==> src/rtl/seq_ctrl_pkg.sv <==
// Shared state encodings, opcode constants and opcode-class bundle
// for the multi-cycle instruction sequencer.
package seq_ctrl_pkg;

    typedef enum logic [2:0] {
        ST_IDLE   = 3'd0,
        ST_FETCH  = 3'd1,
        ST_DECODE = 3'd2,
        ST_EXEC   = 3'd3,
        ST_MEM    = 3'd4,
        ST_WB     = 3'd5,
        ST_TRAP   = 3'd6
    } state_e;

    localparam logic [5:0] OP_RTYPE = 6'h00;
    localparam logic [5:0] OP_BEQ   = 6'h04;
    localparam logic [5:0] OP_BNE   = 6'h05;
    localparam logic [5:0] OP_ADDI  = 6'h08;
    localparam logic [5:0] OP_ADDIU = 6'h09;
    localparam logic [5:0] OP_SLTI  = 6'h0A;
    localparam logic [5:0] OP_SLTIU = 6'h0B;
    localparam logic [5:0] OP_ANDI  = 6'h0C;
    localparam logic [5:0] OP_ORI   = 6'h0D;
    localparam logic [5:0] OP_XORI  = 6'h0E;
    localparam logic [5:0] OP_LOAD  = 6'h23;
    localparam logic [5:0] OP_STORE = 6'h2B;

    localparam int unsigned TO_W = 8;

    typedef struct packed {
        logic is_alu;
        logic is_load;
        logic is_store;
        logic is_branch;
    } opclass_t;

    function automatic logic br_taken(input logic [5:0] op,
                                      input logic       zero);
        return ((op == OP_BEQ) && zero) || ((op == OP_BNE) && !zero);
    endfunction

endpackage

==> src/rtl/seq_opclass.sv <==
// Combinational opcode classifier; an all-zero class means the
// opcode is not executable by the sequencer.
module seq_opclass
    import seq_ctrl_pkg::*;
(
    input  logic [5:0] op_i,
    output opclass_t   cls_o
);

    always_comb begin
        cls_o = '0;
        case (op_i)
            OP_RTYPE, OP_ADDI, OP_ADDIU, OP_SLTI,
            OP_SLTIU, OP_ANDI, OP_ORI, OP_XORI: cls_o.is_alu = 1'b1;
            OP_LOAD:                            cls_o.is_load = 1'b1;
            OP_STORE:                           cls_o.is_store = 1'b1;
            OP_BEQ, OP_BNE:                     cls_o.is_branch = 1'b1;
            default:                            cls_o = '0;
        endcase
    end

endmodule

==> src/rtl/seq_ctrl.sv <==
// Moore instruction sequencer IDLE/FETCH/DECODE/EXEC/MEM/WB/TRAP.
// Define SEQ_TIMEOUT_EN to trap on memory acks missing for TO_CYCLES.
module seq_ctrl
    import seq_ctrl_pkg::*;
#(
    parameter int unsigned TO_CYCLES = 16
) (
    input  logic       s_i_clk,
    input  logic       s_i_rst,
    input  logic       s_i_run,
    input  logic [5:0] s_i_opcode,
    input  logic       s_i_dec_valid,
    input  logic       s_i_zero,
    input  logic       s_i_imem_ack,
    input  logic       s_i_dmem_ack,
    output logic       s_o_imem_req,
    output logic       s_o_dec_ce,
    output logic       s_o_alu_ce,
    output logic       s_o_dmem_rd,
    output logic       s_o_dmem_wr,
    output logic       s_o_rf_we,
    output logic       s_o_pc_we,
    output logic       s_o_pc_src,
    output logic [2:0] s_o_state,
    output logic       s_o_err
);

    if (TO_CYCLES < 2 || TO_CYCLES > 255) begin : g_bad_to
        $error("seq_ctrl: TO_CYCLES must be within 2..255");
    end

    state_e   state_q, state_d, done_st;
    opclass_t cls_q, cls_d, dec_cls;
    logic     rdy_q;
    logic     to_hit;
    logic     br_d, st_done;

    logic imem_req_q, dec_ce_q, alu_ce_q, dmem_rd_q, dmem_wr_q;
    logic rf_we_q, pc_we_q, pc_src_q, err_q;
    logic imem_req_d, dec_ce_d, alu_ce_d, dmem_rd_d, dmem_wr_d;
    logic rf_we_d, pc_we_d, pc_src_d, err_d;

    seq_opclass u_opclass (
        .op_i  (s_i_opcode),
        .cls_o (dec_cls)
    );

    assign done_st = s_i_run ? ST_FETCH : ST_IDLE;

    always_comb begin
        state_d = state_q;
        cls_d   = cls_q;
        unique case (state_q)
            ST_IDLE: begin
                if (s_i_run && rdy_q) state_d = ST_FETCH;
            end
            ST_FETCH: begin
                if (s_i_imem_ack) state_d = ST_DECODE;
                else if (to_hit)  state_d = ST_TRAP;
            end
            ST_DECODE: begin
                cls_d = dec_cls;
                if (s_i_dec_valid && (dec_cls != '0)) state_d = ST_EXEC;
                else                                  state_d = ST_TRAP;
            end
            ST_EXEC: begin
                if (cls_q.is_load || cls_q.is_store) state_d = ST_MEM;
                else if (cls_q.is_branch)            state_d = done_st;
                else if (cls_q.is_alu)               state_d = ST_WB;
                else                                 state_d = ST_TRAP;
            end
            ST_MEM: begin
                if (s_i_dmem_ack) state_d = cls_q.is_load ? ST_WB : done_st;
                else if (to_hit)  state_d = ST_TRAP;
            end
            ST_WB:   state_d = done_st;
            ST_TRAP: state_d = ST_TRAP;
            default: state_d = ST_IDLE;
        endcase
    end

    // Branch outcome is captured on the edge entering EXEC so pc_src is
    // a registered output valid for the whole EXEC cycle.
    always_comb begin
        imem_req_d = (state_d == ST_FETCH);
        dec_ce_d   = (state_d == ST_DECODE);
        alu_ce_d   = (state_d == ST_EXEC);
        dmem_rd_d  = (state_d == ST_MEM) && cls_d.is_load;
        dmem_wr_d  = (state_d == ST_MEM) && cls_d.is_store;
        rf_we_d    = (state_d == ST_WB);
        br_d       = (state_d == ST_EXEC) && cls_d.is_branch;
        st_done    = (state_q == ST_MEM) && cls_q.is_store && s_i_dmem_ack;
        pc_we_d    = br_d || rf_we_d || st_done;
        pc_src_d   = br_d && br_taken(s_i_opcode, s_i_zero);
        err_d      = err_q || (state_d == ST_TRAP);
    end

    always_ff @(posedge s_i_clk) begin
        if (s_i_rst) begin
            state_q    <= ST_IDLE;
            cls_q      <= '0;
            rdy_q      <= 1'b0;
            imem_req_q <= 1'b0;
            dec_ce_q   <= 1'b0;
            alu_ce_q   <= 1'b0;
            dmem_rd_q  <= 1'b0;
            dmem_wr_q  <= 1'b0;
            rf_we_q    <= 1'b0;
            pc_we_q    <= 1'b0;
            pc_src_q   <= 1'b0;
            err_q      <= 1'b0;
        end else begin
            state_q    <= state_d;
            cls_q      <= cls_d;
            rdy_q      <= 1'b1;
            imem_req_q <= imem_req_d;
            dec_ce_q   <= dec_ce_d;
            alu_ce_q   <= alu_ce_d;
            dmem_rd_q  <= dmem_rd_d;
            dmem_wr_q  <= dmem_wr_d;
            rf_we_q    <= rf_we_d;
            pc_we_q    <= pc_we_d;
            pc_src_q   <= pc_src_d;
            err_q      <= err_d;
        end
    end

`ifdef SEQ_TIMEOUT_EN
    localparam logic [TO_W-1:0] TO_LAST = TO_W'(TO_CYCLES - 1);

    logic [TO_W-1:0] cnt_q, cnt_d;
    logic            waiting;

    always_comb begin
        waiting = ((state_q == ST_FETCH) && !s_i_imem_ack) ||
                  ((state_q == ST_MEM) && !s_i_dmem_ack);
        cnt_d   = (waiting && (state_d == state_q)) ? cnt_q + 8'd1 : '0;
    end

    always_ff @(posedge s_i_clk) begin
        if (s_i_rst) cnt_q <= '0;
        else         cnt_q <= cnt_d;
    end

    assign to_hit = (cnt_q == TO_LAST);
`else
    assign to_hit = 1'b0;
`endif

    assign s_o_imem_req = imem_req_q;
    assign s_o_dec_ce   = dec_ce_q;
    assign s_o_alu_ce   = alu_ce_q;
    assign s_o_dmem_rd  = dmem_rd_q;
    assign s_o_dmem_wr  = dmem_wr_q;
    assign s_o_rf_we    = rf_we_q;
    assign s_o_pc_we    = pc_we_q;
    assign s_o_pc_src   = pc_src_q;
    assign s_o_state    = state_q;
    assign s_o_err      = err_q;

endmodule
==> config.mk <==
export PLATFORM = sky130hd
export DESIGN_NAME = seq_ctrl
export DESIGN_NICKNAME = d
export VERILOG_FILES = /design/src/rtl/seq_ctrl_pkg.sv /design/src/rtl/seq_opclass.sv /design/src/rtl/seq_ctrl.sv
export SDC_FILE = /design/constraint.sdc
export NUM_CORES = 1
export LEC_CHECK = 0
export ABC_AREA = 0
export CAP_MARGIN = 40
export CORE_ASPECT_RATIO = 0.7
export CORE_MARGIN = 2
export CORE_UTILIZATION = 40
export DETAILED_ROUTE_END_ITERATION = 12
export MAX_ROUTING_LAYER = met4
export PLACE_DENSITY = 0.68
export SLEW_MARGIN = 20
export SYNTH_ARGS = -nofsm -noshare
export SYNTH_HDL_FRONTEND = slang
export SYNTH_SLANG_ARGS = --single-unit
==> constraint.sdc <==
create_clock -name s_i_clk -period 2.9 [get_ports s_i_clk]
set_input_delay 0.87 -clock s_i_clk [delete_from_list [all_inputs] [get_ports s_i_clk]]
set_output_delay 0.87 -clock s_i_clk [all_outputs]
set_load 0.1 [all_outputs]
Word-level counts from Yosys, hierarchy flattened
Index checks and enable logic that the tools add are counted.
Widths: inputs -> output; s select.
- logic and storage cells: 75
- input port bits: 13
- bits in registers: 17
- output and inout bits: 12
- eq/ne operators: 23
- reductions and logical operators: 21
- multiplexer cells: 16
- operator list (cell ; number):
    $eq 6x4->1 const B ; 7
    $mux 3 ; 8
    $pmux 3 s7 ; 1
    $eq 3x3->1 const B ; 6
    $eq 3x2->1 const B ; 4
    $eq 6x3->1 const B ; 2
    $eq 6x6->1 const B ; 2
    $logic_and 1x1->1 ; 10
    $reduce_or 8->1 ; 1
    $eq 3x1->1 const B ; 2
    $logic_not 6->1 ; 1
    $mux 1 ; 6
    $logic_or 1x1->1 ; 5
    $reduce_bool 4->1 ; 1
    $logic_not 3->1 ; 1
    $mux 2 ; 1
    $reduce_or 2->1 ; 1
    $logic_not 1->1 ; 1

Logic depth before layout (Yosys ltp)
- depth after elaboration: 11
- mapped depth: 6
- depth with buffers taken out: 5

Modules after synthesis
From an unflattened synthesis, not the netlist that was laid out.
- cell total of the unflattened synthesis: 96
- area total of the unflattened synthesis: 878.3 um^2
- modules (own cells, without submodules) (module ; area an instance (um^2) ; times used ; cells each ; seq. area each (um^2)):
    seq_ctrl ; 807.0 ; 1 ; 86 ; 340.3
    seq_opclass ; 71.3 ; 1 ; 10 ; 0.0

Worst setup path after synthesis
No wires, ideal clock.
- path type: reg2reg
- from: reg state_q[0], in the netlist s_o_state[0]
- to: reg dec_ce_q, in the netlist s_o_dec_ce
- slack: 776 ps
- path buffers: 1
- stages on the path, launching flop included: 7
- arrival: 2009 ps
- period minus slack after synthesis: 2124 ps
- data required time: 2784 ps
- path through: dfxtp_1 -> buf_6 -> and2b_1 -> nand3_2 -> o221a_2 -> nand2_1 -> and3b_1
- longest elaborated chain between the ends: 3
- ends and longest elaborated chain (what ; RTL line ; RTL):
    from (decl) ; seq_ctrl.sv:32 ; state_e state_q, state_d, done_st;
    from (signal assigned) ; seq_ctrl.sv:113 ; state_q <= state_d;
    $eq 3x3->1, or another cell as far along ; seq_ctrl.sv:53 ; unique case (state_q)
    $pmux 3 s7 * ; seq_ctrl.sv:53 ;
    $eq 3x2->1 * ; seq_ctrl.sv:86 ; dec_ce_d = (state_d == ST_DECODE);
    to (signal assigned) ; seq_ctrl.sv:104 ; dec_ce_q <= 1'b0;
    to (signal assigned) ; seq_ctrl.sv:117 ; dec_ce_q <= dec_ce_d;
    to (decl) ; seq_ctrl.sv:38 ; logic imem_req_q, dec_ce_q, alu_ce_q, dmem_rd_q, dmem_wr_q;
Mark *: on every way between the ends. The rest lies on a longest branch, timed or not.
A chain may end at the register's enable or synchronous reset.

Final worst setup path
- from: in s_i_opcode[0]
- to: reg pc_we_q, in the netlist s_o_pc_we
- longest elaborated chain between the ends: 11
- ends and longest elaborated chain (what ; RTL line ; RTL):
    from (decl) ; seq_ctrl.sv:11 ; input logic [5:0] s_i_opcode,
    $eq 6x4->1, or another cell as far along ; seq_opclass.sv:12 ; case (op_i)
    $reduce_or 8->1 or $reduce_or 2->1 (tied branches) ; seq_opclass.sv:12 ;
    $mux 1 ; seq_opclass.sv:12 ;
    $reduce_bool 4->1 ; seq_ctrl.sv:63 ; if (s_i_dec_valid && (dec_cls != '0)) state_d = ST_EXEC;
    $logic_and 1x1->1 ; seq_ctrl.sv:63 ;
    $mux 3 ; seq_ctrl.sv:63 ;
    $pmux 3 s7 ; seq_ctrl.sv:53 ;
    $eq 3x2->1 ; seq_ctrl.sv:91 ; br_d = (state_d == ST_EXEC) && cls_d.is_branch;
    $logic_and 1x1->1 ; seq_ctrl.sv:91 ;
    $logic_or 1x1->1 * (2 in a row) ; seq_ctrl.sv:93 ; pc_we_d = br_d || rf_we_d || st_done;
    to (signal assigned) ; seq_ctrl.sv:122 ; pc_we_q <= pc_we_d;
    to (decl) ; seq_ctrl.sv:39 ; logic rf_we_q, pc_we_q, pc_src_q, err_q;
Marks and branches as above.

==> reports/results.ini <==
[run_status]
outcome=complete, no violations

[logic_synthesis]
syn_area_per_cell_um2=10.1
synthTopCellsByCount=17 x dfxtp_1, 10 x nand2_1, 9 x nor2_1, 6 x a21oi_1
synth_top_cell_area_share_pct=35.6
syn_area_um2=956
synth_ff_type=dfxtp_1
synth_cells=95
yosys_warnings=0
synth_nets=108
synth.largest_area_cell=dfxtp_1
yosysMostFrequentCell=dfxtp_1
async_reset_ff_share_pct=0
synth_area_leaders=dfxtp_1 36%, a31oi_4 4.5%, nand2_1 3.9%, nor2_1 3.5%, a21oi_1 3.1%
ys_seq_area_share_pct=35.6
yosys_register_bits=17
synthDistinctLibCells=45
synth-edff-count=0

[clock_network]
cts_sinks=17
cts.repair.resized=0
cts_tree=built
clockBufferDepth=2
cts_buffers=3
ctsHoldBuffers=0
insertion_delay_ns=0.30
postCtsSetupBuffers=0
clk_pin_slew_ns=0.09
cts_root_buffer=clkbuf_4
htree_num_levels=1

[global_route]
grt_overflow=0
antenna_found_initial=0
grt_pass1_vias=768
grt_start_max_net_pins=14
grt_pass1_wl_mm=3.57
grt.total_usage_pct=17.3

[finish]
multi_input_area_um2=571
area_growth_pct=26.2
antennaDiodeCount=0
fin_nets=134
fillers=209
seq_area_um2=340
drive_gt1_share_pct=27.5

[setup_path]
startpoint_type=input port
cp-end-kind=flop
startpoint=s_i_opcode[0]
required_ns=3.14
crit_type=in -> reg
cp.arrival_ns=2.46
r2r-start=s_o_state[0]$_SDFF_PP0_
worstPathMaxFanout=7

[pwr]
irDropWorstVdd_mv=0.279
power.density_mw_per_mm2=425
p_leak_uw=0.000432

[route]
avgViaCountPerCell=5.17
first_iter_violations=30
dr.pass1.iters=4
dr_wl_met2_um=977
route.detailed.drc=0
drt-met1-wl_mm=1.05
drtAntennaViolNets=0
highest_layer=met4
wl_per_cell_um=14.3
totalWireLength_mm=2.17
vias=786
wl_met3_um=125

[timing]
fin_hold_ws_ns=0.456
fin_skew_ns=0.00462
max_slew_margin_pct=67.0
tightest_slew_ns=0.495
setup-violations-final=0
min_period_over_period_pct=76.5
period_needed_ns=2.22
fin_setup_tns_ns=0
fmax_mhz=451
finalHoldViolCount=0
drv_slew=0
rsz0062_at_grt=false

[die]
die_y_um=44.9
ios=25
core_mm2=0.00221
placementRows=14
start_util_pct=43.3
dieArea_mm2=0.00280
die_w_um=62.4

[flow_run]
cap_violations=0

[place]
routabilityCongestion=0.824
io_buffer_count=24
dp_hpwl_mm=1.71

[worst_hold_path]
hold_path.class=reg -> reg
hp-start=s_o_err$_SDFF_PP0_

[metrics by stage]
step | setup WS, ns | total power, uW | util (%) | std cells | instance area [um^2]
4_1_cts | 0.684 | 514 | 54.6 | 152 | 1210
6_report | 0.681 | 512 | 54.6 | 152 | 1210
3_3_place_gp | 0.405 | 387 | 53.5 | 148 | 1180
5_1_grt | 0.606 | 532 | 54.6 | 152 | 1210
3_5_place_dp | 0.373 | 389 | 53.5 | 148 | 1180
2_1_floorplan | 0.776 | 352 | - | 95 | 956
[cell usage in the layout (no fill, tap or decap), drive strengths merged, types with 2 or more instances in the layout]
cell | synthesis | layout
inv | 3 | 3
nand3 | 4 | 4
a31oi | 3 | 3
nor4bb | 2 | 2
a21oi | 7 | 7
nor3 | 3 | 3
o21ai | 4 | 4
clkdlybuf4s50 | 0 | 12
and2b | 2 | 2
nand4 | 3 | 3
nand2 | 10 | 10
nor3b | 3 | 3
clkbuf | 1 | 4
nand2b | 2 | 2
dfxtp | 17 | 17
nor2 | 10 | 10
buf | 3 | 13
[worst paths after layout]
kind | endpoint | slack, ns | depth (start not counted)
worst min register to register | s_o_err$_SDFF_PP0_ | 0.46 | 2
worst max-delay path | s_o_pc_we$_SDFF_PP0_ | 0.68 | 6
worst max register to register | s_o_dec_ce$_SDFF_PP0_ | 1.18 | 5
worst min-delay path | s_o_err$_SDFF_PP0_ | 0.46 | 2
[where the power goes]
group | switching [uW] | internal (uW)
clock | 74.4 | 53.6
sequential | 11.5 | 240
combinational | 83.0 | 50.0
[state kept, by name, summed over array words and instances, names as in the netlist]
| register | flops |
|---|---|
| s_o_alu_ce | 1 |
| rdy_q | 1 |
| s_o_err | 1 |
| s_o_imem_req | 1 |
| s_o_pc_we | 1 |
| cls_q | 4 |
| s_o_dec_ce | 1 |
| s_o_state | 3 |
| s_o_dmem_wr | 1 |
| s_o_rf_we | 1 |
| s_o_pc_src | 1 |
| s_o_dmem_rd | 1 |
[area by class of cell]
| type | instances | area share (%) |
|---|---|---|
| multi-input cells | 71 | 47.3 |
| well taps | 32 | 3.32 |
| inverters | 3 | 0.934 |
| clock buffers | 4 | 2.18 |
| repair buffers | 25 | 18.0 |
| flip-flops and latches | 17 | 28.2 |
[logic make-up after synthesis]
group                  count (synthesis)  synth area share, %
AND/OR/NAND/NOR                       45                 33.4
AO/OA/AOI/OAI                         24                 24.3
flip-flops                            17                 35.6
buffers and inverters                  7                 4.71
XOR/XNOR                               1                0.916
multiplexers                           1                 1.05
[worst max-delay path, stage by stage]
cell             delay [ns]
clkdlybuf4s50_1        0.68
a21boi_2               0.12
a31oi_4                0.23
nand4_4                0.20
o2bb2a_4               0.24
a21oi_2                0.11
[routing by layer]
layer	vias up	GRT usage, %
li1	401	-
met1	363	22.8
met2	20	26.7
met3	2	4.99
met4	0	4.00
met5	-	-
Note: power is estimated with default switching activity, not from simulation.
==> edit 1: new RTL, same settings <==
Build with the macro `SEQ_TIMEOUT_EN` defined.
--- a/src/rtl/seq_ctrl.sv
+++ b/src/rtl/seq_ctrl.sv
@@ -2,2 +2,4 @@
 // Define SEQ_TIMEOUT_EN to trap on memory acks missing for TO_CYCLES.
+`define SEQ_TIMEOUT_EN
+
 module seq_ctrl
Check against the original RTL: same outputs for any inputs over 10 cycles, from zero or initial values and one cycle with s_i_rst high; that may be too few to reach the edited logic, so the function may still have changed.
==> edit 1 against the unedited design <==
  * Sequential cell count up 8
  * Design area increased by 22%
  * Combinational power down 23%
  * Sequential power rose by 41%
  * Area after synthesis is 23% higher
  * First-iteration DRC count grew 43%
  * Power up 32%
  * Hold slack gained 0.0025 ns
  * Setup slack worse by 0.16 ns
  * Clock power up 70%
  * Die area up 21%
  * Via count increased by 33%
  * Wire length increased by 25%
  * Largest power group unchanged
  * Highest routed layer unchanged
==> edit 1: results (changes against the unedited design) <==
Met3 Use GR - 5.77% (+0.79 points)
Syn Nets - 147 (+36%)
Compound-gate portion of the synthesized area - 15.9% (-8.4 points)
Synth top area cells - dfxtp_1, nor2_1, xnor2_1
First-pass GRT wire length - 4290 µm (+20%)
Biggest register - cnt_q
Largest vdd supply drop - 0.000353 V (+26%)
DP Area - 1430 µm² (+21%)
Cell-internal power - 0.488 mW (+42%)
WL per Instance - 13.9 µm (-2.4%)
Synth cell types - 44 (-2.2%)
Largest net degree at the start of global routing - 17 (+3)
Root Buffer - clkbuf_8
GPL Wtd Cong - 0.910 (+10%)
Worst skew pair latency - 0.27 ns (-0.03 ns)
Mapped Avg Cell Area - 8.86 µm² (-12%)
Sequential fraction of the synthesis area - 42.5% (+6.9 points)
Worst Skew - 0.00159 ns (-0.00303 ns)
DR vias/cell - 5.37 (+3.8%)
Placed Cells - 191 (+29%)
PwrDens - 458 nW/µm² (+7.8%)
Iter 0 DRT Violations - 43 (+43%)
Outcome - complete, no violations
Max reg flops - 8 (+4)
Worst Tran Pin Value - 0.431 ns (-0.0641 ns)
Post-synthesis mux area share - 0% (-1.0 points)
Met2 usage - 25.3% (-1.3 points)
HPWL Detailed - 2010 µm (+18%)
## edit 1: worst max-delay path, cell delays in order
cell             delay [ns]
clkdlybuf4s50_1        0.56
and2_1                 0.17
o21ai_0                0.12
and4b_1                0.23
nor4_4                 0.33
nor3_2                 0.09
o21a_1                 0.19
## edit 1: path summary, 6_finish.rpt
| check | from | end | slack [ns] | cells after the start |
|---|---|---|---|---|
| hold / removal | cnt_q[0] | cnt_q[0] | 0.46 | 1 |
| setup reg to reg | s_o_state[1] | s_o_dmem_wr | 0.76 | 6 |
| setup / recovery | s_i_opcode[1] | s_o_pc_we | 0.52 | 7 |
| hold reg to reg | cnt_q[0] | cnt_q[0] | 0.46 | 1 |
## edit 1: area by class of cell
cell class / instances / area (µm²) / share of cell area (%)
tap: 36 / 45.0 / 3.05
inverter: 5 / 18.8 / 1.27
clock inverter: 1 / 8.76 / 0.594
timing repair buffer: 25 / 218 / 14.8
multi-input combinational: 100 / 643 / 43.6
clock buffer: 3 / 41.3 / 2.80
sequential: 25 / 500 / 33.9
==> edit 2: new RTL, config.mk and constraints unchanged <==
Without the edit above. Put one more register stage on the output `s_o_err`, cleared by the reset. The value now appears one clock later. The other outputs are not delayed to match.
--- a/src/rtl/seq_ctrl.sv
+++ b/src/rtl/seq_ctrl.sv
@@ -158,3 +158,9 @@
     assign s_o_state    = state_q;
-    assign s_o_err      = err_q;
+    always_ff @(posedge s_i_clk) begin
+        if (s_i_rst) begin
+            s_o_err <= '0;
+        end else begin
+            s_o_err <= err_q;
+        end
+    end
 
Check against the original RTL: not equivalent (a bounded check fails within 10 cycles, from zero or initial values and one cycle with s_i_rst high).
==> edit 2 against the unedited design <==
  * First-iteration DRC count is 43% higher
  * Wire length down 5.3%
  * Design area decreased by 3.8%
  * Cell count up 0.66%
  * Via count grew 0.38%
  * Clock skew grew 0.010 ns
  * Setup slack worse by 0.20 ns
  * Area after synthesis down 7.7%
  * Sequential cell count up 1
  * Global-route usage rose by 1.3 points
Power is not compared: it rests on default switching activity, and its combinational part moved more than twofold at a synthesized area within 25%.
==> edit 2: results (changes against the unedited design) <==
Worst Skew - 0.0148 ns (+0.0102 ns)
GPL Wtd Cong - 0.816 (-1.1%)
Leak Pwr - 0.423 nW
Iter 0 DRT Violations - 43 (+43%)
Synth top area cells - dfxtp_1, a21oi_1, nand2_1
R2R Setup Slk - 1.21 ns (+0.03 ns)
Setup WS pre-CTS - 0.150 ns (-0.222 ns)
Commonest cells post-synth - dfxtp_1, nand2_1, nor2_1, a21oi_1
Outcome - complete, no violations
R2r endpoint - s_o_pc_we
Number of global-route vias before repair - 753 (-2.0%)
Period utilization - 83.6% (+7.0 points)
Vias - 789 (+0.38%)
Xor and xnor fraction of the mapped netlist area - 0.993% (+0.077 points)
Post-synthesis mux area share - 1.13% (+0.088 points)
First-pass GRT wire length - 3450 µm (-3.5%)
Nets@finish - 135 (+0.75%)
HPWL Detailed - 1550 µm (-9.2%)
Synth cell types - 41 (-8.9%)
CTS clk-pin slew, worst paths - 0.11 ns (+0.02 ns)
Worst Tran Pin Value - 0.504 ns (+0.00905 ns)
DP Area - 1120 µm² (-4.8%)
Crit path DAT - 2.66 ns (+0.20 ns)
Sequential fraction of the synthesis area - 40.9% (+5.2 points)
GRT Total Usage - 18.7% (+1.3 points)
-- edit 2: how the worst min path moves through the flow --
stage,end,slack [ns],cells past startpoint
6_report,s_o_err,0.48,1
4_1_cts,s_o_err,0.48,1
3_3_place_gp,cls_q[3],0.47,2
5_1_grt,s_o_err,0.51,1
3_5_place_dp,s_o_err,0.46,1
2_1_floorplan,cls_q[3],0.44,2
-- edit 2: area by class of cell --
class                      instances  area, µm²
fill                             220        960
multi-input combinational         70        494
sequential                        18        360
timing repair buffer              24        210
tap                               32       40.0
clock buffer                       4       36.3
inverter                           5       18.8
-- edit 2: power by group --
part	switching [mW]	internal, mW	total, mW
clock network	0.0799	0.0766	0.156
registers	0.0361	0.276	0.312
logic	0.282	0.111	0.393
total	0.398	0.463	0.861
-- edit 2: metrics by stage --
stage,std cells,utilization (%)
CTS,153,54.7
global route,153,54.7
detailed placement,149,53.0
finish,153,54.7
global placement,149,53.0
floorplan,95,-
-- edit 2: kinds of logic after synthesis --
family          Yosys count
mux                       1
xor+xnor                  1
simple gates             46
compound gates           22
buf+inv                   7
flops                    18
-- edit 2: worst max-delay path: cells and delay by family --
kind                   cells  cell delay (ns)
buffers and inverters      1             0.55
AND/OR/NAND/NOR            2             0.43
AO/OA/AOI/OAI              3             0.80
-- edit 2: layer usage --
metal | GRT usage (%) | up-vias | share of wire, % | routed length [µm]
met5 | - | - | 0 | 0
met4 | 4.00 | 0 | 0.54 | 11
met3 | 6.40 | 2 | 8.1 | 166
met2 | 27.4 | 24 | 45 | 925
met1 | 24.8 | 363 | 46 | 951
li1 | - | 400 | - | -
